<file path="src/rtl/arcade_ram_bridge.sv">
// Arcade RAM bridge: turns each Arcade Card RAM access from the CPU into one
// request/ack transaction on the SDRAM port. The CPU is held in wait until the
// SDRAM acks. A watchdog forces completion if no ack arrives.
module arcade_ram_bridge #(
    parameter int unsigned AW      = 21,
    parameter int unsigned TIMEOUT = 255
) (
    input  logic          CLK,
    input  logic          RST_N,
    input  logic          RAM_CS_N,
    input  logic [AW-1:0] RAM_A,
    input  logic          WR_N,
    input  logic          RD_N,
    input  logic [7:0]    DI,
    output logic [7:0]    DO,
    output logic          RDY,
    output logic          ERR,
    output logic          MEM_REQ,
    output logic          MEM_WE,
    output logic [AW-1:0] MEM_ADDR,
    output logic [7:0]    MEM_DOUT,
    input  logic [7:0]    MEM_DIN,
    input  logic          MEM_ACK
);

    localparam int unsigned    WDW     = 16;
    // Last watchdog value before the forced completion; the REQ phase lasts TIMEOUT cycles.
    localparam logic [WDW-1:0] WD_LAST = WDW'(TIMEOUT - 1);

    typedef enum logic [1:0] {
        IDLE = 2'd0,
        REQ  = 2'd1,
        DONE = 2'd2
    } state_t;

    state_t         state;
    logic           acc;
    logic           old_acc;
    logic           start;
    logic [WDW-1:0] wd_cnt;

    // A new access is the leading edge of either strobe while the RAM window is selected.
    assign acc   = ~(RD_N & WR_N);
    assign start = acc & ~old_acc & ~RAM_CS_N;

    // Wait states begin in the same cycle the strobe edge is seen.
    assign RDY = ~(((state == IDLE) & start) | (state == REQ));

    // Access sequencer, watchdog and registered SDRAM/CPU outputs.
    always_ff @(posedge CLK or negedge RST_N) begin
        if (!RST_N) begin
            state    <= IDLE;
            old_acc  <= 1'b0;
            wd_cnt   <= '0;
            DO       <= 8'hFF;
            ERR      <= 1'b0;
            MEM_REQ  <= 1'b0;
            MEM_WE   <= 1'b0;
            MEM_ADDR <= '0;
            MEM_DOUT <= '0;
        end else begin
            old_acc <= acc;
            case (state)
                IDLE: begin
                    if (start) begin
                        MEM_ADDR <= RAM_A;
                        MEM_WE   <= ~WR_N;
                        MEM_DOUT <= DI;
                        wd_cnt   <= '0;
                        MEM_REQ  <= 1'b1;
                        state    <= REQ;
                    end
                end
                REQ: begin
                    // Ack has priority over a watchdog expiry in the same cycle.
                    if (MEM_ACK) begin
                        if (!MEM_WE) begin
                            DO <= MEM_DIN;
                        end
                        MEM_REQ <= 1'b0;
                        state   <= DONE;
                    end else if (wd_cnt == WD_LAST) begin
                        DO      <= 8'hFF;
                        ERR     <= 1'b1;
                        MEM_REQ <= 1'b0;
                        state   <= DONE;
                    end else begin
                        wd_cnt <= wd_cnt + WDW'(1);
                    end
                end
                DONE: begin
                    // Wait for the CPU to release its strobe before accepting a new access.
                    if (!acc) begin
                        state <= IDLE;
                    end
                end
                default: state <= IDLE;
            endcase
        end
    end

endmodule

</file>
<file path="config.mk">
export PLATFORM = sky130hd
export DESIGN_NAME = arcade_ram_bridge
export DESIGN_NICKNAME = d
export VERILOG_FILES = /design/src/rtl/arcade_ram_bridge.sv
export SDC_FILE = /design/constraint.sdc
export NUM_CORES = 1
export LEC_CHECK = 0
export ABC_AREA = 1
export CORE_ASPECT_RATIO = 1.25
export CORE_UTILIZATION = 40
export DETAILED_ROUTE_END_ITERATION = 6
export PLACE_DENSITY = 0.7
export SYNTH_ARGS = -nofsm -noshare
export SYNTH_HDL_FRONTEND = slang
export SYNTH_SLANG_ARGS = --single-unit
</file>
<file path="constraint.sdc">
create_clock -name CLK -period 1.99 [get_ports CLK]
set_clock_uncertainty 0.15 [all_clocks]
set_input_delay 0.398 -clock CLK [delete_from_list [all_inputs] [get_ports CLK]]
set_output_delay 0.398 -clock CLK [all_outputs]
set_load 0.02 [all_outputs]
</file>
=== Word level (Yosys, flattened, before mapping) ===
Cells that the tools add are included.

* Output and inout bits: 41
* Word-level logic and storage cells: 55
* Input bits: 43
* Register bits after elaboration: 59

* Add/subtract/negate cells: 1
* Mux-type cells: 16
* Bitwise gates (word level): 11
* Reductions and logical operators: 9
* Equal/unequal tests: 9

{| class="wikitable"
|+ Operators with widths
! kind !! count
|-
| $mux W16 || 3
|-
| $pmux W16 S2 || 1
|-
| $mux W8 || 3
|-
| $add A16 B1 Y16 const B || 1
|-
| $eq A16 B8 Y1 const B || 1
|-
| $reduce_and A3 Y1 || 4
|-
| $ne A2 B2 Y1 const B || 5
|-
| $mux W2 || 4
|-
| $not A1 Y1 || 6
|-
| $pmux W2 S3 || 1
|-
| $and A1 B1 Y1 || 4
|-
| $reduce_and A4 Y1 || 1
|-
| $reduce_bool A2 Y1 || 2
|-
| $mux W1 || 3
|-
| $ne A3 B2 Y1 const B || 1
|-
| $eq A2 B1 Y1 const B || 1
|-
| $eq A2 B2 Y1 const B || 1
|-
| $logic_not A2 Y1 || 1
|-
| $pmux W1 S2 || 1
|-
| $reduce_and A2 Y1 || 1
|-
| $or A1 B1 Y1 || 1
|}

=== Depth between registers and ports, before layout ===
Gate-level depths: netlist of the first run.

* Depth in word-level cells: 7
* Mapped depth: 10
* Gate-level depth less buffers: 10

=== Least setup slack after synthesis of the first run ===
Ideal clock, no wire load.

* Path kind: reg2reg
* Start: reg wd_cnt[0]
* End: reg wd_cnt[5]
* Required time: 1.722 ns
* Stages on the path, launching flop included: 11
* Setup slack: 0.411 ns
* Period minus slack after synthesis: 1.579 ns
* Setup time: 0.118 ns
* Data arrival time: 1.311 ns
* Buffers on the path: 1
* Path through: dfrtp_1 inv_1 ha_1 nand2_1 nor2_4 nand2_4 nand2_8 nand2_4 buf_12 nand2_2 o21ai_2

* Longest elaborated chain between the ends: 4
* Elaborated cells on any way between the ends: 7
* Those cells by class: 1 x add/sub; 2 x eq/ne; 3 x mux; 1 x reduce/logical

{| class="wikitable"
|+ RTL lines
! item !! line !! source
|-
| start: declaration || 40 || <nowiki>logic [WDW-1:0] wd_cnt;</nowiki>
|-
| start signal: assignment || 88 || <nowiki>wd_cnt <= wd_cnt + WDW'(1);</nowiki>
|-
| $add A16 B1 Y16 || 88 ||
|-
| $mux W16 || 82 || <nowiki>end else if (wd_cnt == WD_LAST) begin</nowiki>
|-
| $mux W16 || 76 || <nowiki>if (MEM_ACK) begin</nowiki>
|-
| $pmux W16 S2 || 63 || <nowiki>case (state)</nowiki>
|}

Several ways; a longest one is shown, not always the timed one. The select of a mux whose other input is x is not followed.
A chain may end at the register's enable or synchronous reset.

=== Worst setup path in the final report of the first run ===
* Start: reg MEM_WE
* End: out MEM_WE

{| class="wikitable"
|+ RTL lines
! item !! line !! source
|-
| start: declaration || 19 || <nowiki>output logic MEM_WE,</nowiki>
|-
| start signal: assignment || 67 || <nowiki>MEM_WE <= ~WR_N;</nowiki>
|}

No word-level cell between the ends.

==> results of run 1 <==
-- cell type report --
type                    count  area, um^2  share of cell area, %
flip-flops and latches     59        1486                  37.23
clock inverters             5       100.1                  2.507
inverters                  16       61.31                  1.536
multi-input cells         195        1231                  30.84
repair buffers             88       863.3                  21.62
well taps                  87       108.9                  2.726
clock buffers              11       141.4                  3.541
-- how the worst max path moves through the flow --
| stage | depth (start not counted) | start | to | slack (ns) |
|---|---|---|---|---|
| 2_1_floorplan | 10 | wd_cnt[0] | wd_cnt[5] | 0.41 |
| 3_3_place_gp | 6 | WR_N | RDY | -0.28 |
| 3_5_place_dp | 6 | WR_N | RDY | -0.30 |
| 4_1_cts | 6 | WR_N | RDY | 0.002 |
| 5_1_grt | 1 | MEM_WE | MEM_WE | 0.07 |
| 6_report | 1 | MEM_WE | MEM_WE | 0.13 |
-- report_power, final --
group	internal (W)	leakage, nW	switching (W)
combinational	0.000768	0.909	0.000780
clock	0.000862	0.123	0.000455
sequential	0.00159	0.727	0.000177
-- registers in the layout, indices dropped and copies added (netlist names) --
signal and count:
MEM_REQ 1, MEM_ADDR 21, wd_cnt 16, state 2, MEM_DOUT 8, ERR 1
DO 8, old_acc 1, MEM_WE 1
-- tightest hold or removal path, stage by stage, from the launching register on --
cell and delay, ns:
dfstp_2 0.37, nand2_1 0.05, nand2_1 0.04
-- logic make-up (layout without fill, tap and decap cells) --
family,after synthesis,in the layout
and+or+nand+nor,140,140
DFF,59,59
muxes,29,29
buffers and inverters,23,120
AOI/OAI and AO/OA,18,18
xor gates and xnor gates,6,6
adders and majority gates,2,2
-- per-layer routing --
layer | global-route usage [%] | wire [um] | up-vias
met5 | 0 | 0 | -
met4 | 9.119 | 159 | 0
met3 | 5.687 | 281 | 14
met2 | 30.83 | 3229 | 50
met1 | 19.51 | 2414 | 1067
li1 | - | - | 1099
-- layout by cell type, fill, tap and decap left out, drive strengths merged --
cell,instances
a31o,1
nand3,18
dlygate4sd2,8
clkbuf,12
a21oi,3
buf,5
dfstp,8
or2,9
nor2,27
mux2,29
nand2,77
o21ai,12
nand4,9
clkinv,5
xor2,4
xnor2,2
dfrtp,51
ha,2
clkdlybuf4s50,73
inv,13
bufinv,3
o22ai,1
dlygate4sd3,1
o21bai,1
-- stage by stage --
step	cells	worst slack (ns)	hold slack [ns]	total power (W)
floorplan	277	0.4111	-0.04759	0.002594
global route	461	0.06923	0.3369	0.004885
global placement	444	-0.2759	0.2797	0.003381
detailed placement	444	-0.2961	0.2792	0.003420
CTS	461	0.001813	0.3129	0.004696
finish	461	0.1293	0.3096	0.004629
-- what timing repair did --
action	in CTS	in global routing
pin swaps	0	0
gates resized for setup	10	1
endpoints found under the hold margin	51	0
setup endpoints to repair	9	1
hold buffers	1	0
==> impl_metrics.json, run 1 <==
{
  "finalSetupViolations": 0,
  "track_usage_pct": 17.74,
  "r2r_cells": 9,
  "gp_congestion": 0.8236,
  "syn_area_um2": 2834,
  "post_cts_buffers": 0,
  "synth_compound_gate_area_share_pct": 4.194,
  "grt_pass1_wl_um": 10100,
  "syn_inst": 277,
  "async_flop_share_pct": 100.0,
  "diodes": 0,
  "dr.first_iter.drc_count": 64,
  "die_y_um": 96.11,
  "drive_gt1_share_pct": 24.87,
  "synthSimpleGateAreaFrac_pct": 24.99,
  "slowest_stage": "clkdlybuf4s50_1",
  "synth_warnings": 0,
  "final_max_slew_viol_count": 0,
  "tightest_slew_ns": 0.5000,
  "rsz0062_at_grt": "no",
  "start_util_pct": 42.37,
  "antenna_found_initial": 0,
  "slowest_delay_ns": 0.61,
  "ios": 84,
  "cts_sinks": 59,
  "synth.most_common_cell": "nand2_1",
  "firstDrtPassIters": 4,
  "die_x_um": 77.29,
  "synth_top_area_share_pct": 45.03,
  "finalSetupTns_ns": 0,
  "worstSetupPathType": "register to output pin",
  "grt_max_degree": 60,
  "synthTopCellsByArea": "dfrtp_1 (45%), mux2_2 (12%), nand2_1 (8.7%), dfstp_2 (7.4%), nor2_1 (3.0%)",
  "synth_common_cells": "nand2_1 (66), dfrtp_1 (51), mux2_2 (29), nor2_1 (23), nand3_1 (15)",
  "synth_flop_cell": "dfrtp_1",
  "cts_tree": "yes",
  "clockBufferDepth": 2,
  "required_ns": 1.44,
  "cp_num_buf_inv": 1,
  "place_area_um2": 3756,
  "drc": 0,
  "syn_avg_cell_area_um2": 10.23,
  "synth_top_family_by_area": "simple AND/OR/NAND/NOR gates",
  "final_area_um2": 3993,
  "synth_xor_area_share_pct": 1.854,
  "period_share_pct": 93.50,
  "critPathCaptureType": "output pin",
  "ctsHtreeMaxLevel": 3,
  "max_clock_freq_ghz": 0.5374,
  "p_per_area_nw_per_um2": 1159,
  "syn_to_final_growth_pct": 40.88,
  "min_path_type": "register to register",
  "max-cap-violations": 0,
  "report.final.hold_viol_count": 0,
  "wl_per_cell_um": 13.20,
  "r2r_slack_ns": 0.25,
  "fillers": 589,
  "ant_nets": 0,
  "leakagePower_nw": 1.759,
  "critPathMaxFanout": 3,
  "status": "complete, no violations",
  "r2r_start": "wd_cnt[0]",
  "fin_crit_ns": 1.861,
  "cts_buffers": 9,
  "ys_seq_area_share_pct": 52.45,
  "ys_types": 35,
  "dieArea_um2": 7427,
  "clkSlewWorstSetupHoldPaths_ns": 0.06,
  "crit_family": "buffers and inverters",
  "ys_ff_latch": 59,
  "synth_fa_ha_area_share_pct": 0.8830,
  "rows": 33,
  "crit_chain": "clkdlybuf4s50_1",
  "vias": 2230,
  "maxSlewHeadroom_pct": 66.66,
  "vias_per_cell": 4.837,
  "crit_arrival_ns": 1.31,
  "totalWireLength_um": 6085,
  "synth_mux_area_share_pct": 11.52,
  "synth_nets": 322,
  "cts_root_buffer": "clkbuf_8",
  "clock_latency_ns": 0.33,
  "min_from": "DO[0]",
  "grt_pass1_vias": 2203,
  "ir_worst_vdd_mv": 0.7228,
  "hpwl_um": 4352,
  "fin_util_pct": 59.69,
  "yosysTopAreaCell": "dfrtp_1",
  "final_nets": 414,
  "synth_edf_count": 0,
  "grt_overflow_total": 0,
  "port_buffers": 83,
  "holdPathStages": 2,
  "min_to": "DO[0]",
  "start_kind": "register",
  "worstReg2RegEnd": "MEM_REQ",
  "core_um2": 6689
}
Power figures use the tool's default switching activity.
==> run 2: changes to the inputs <==
Settings changed: SLEW_MARGIN set to 15.
==> results of run 2 <==
Same layout as run 1: the final DEF is identical, and so are final timing and power.
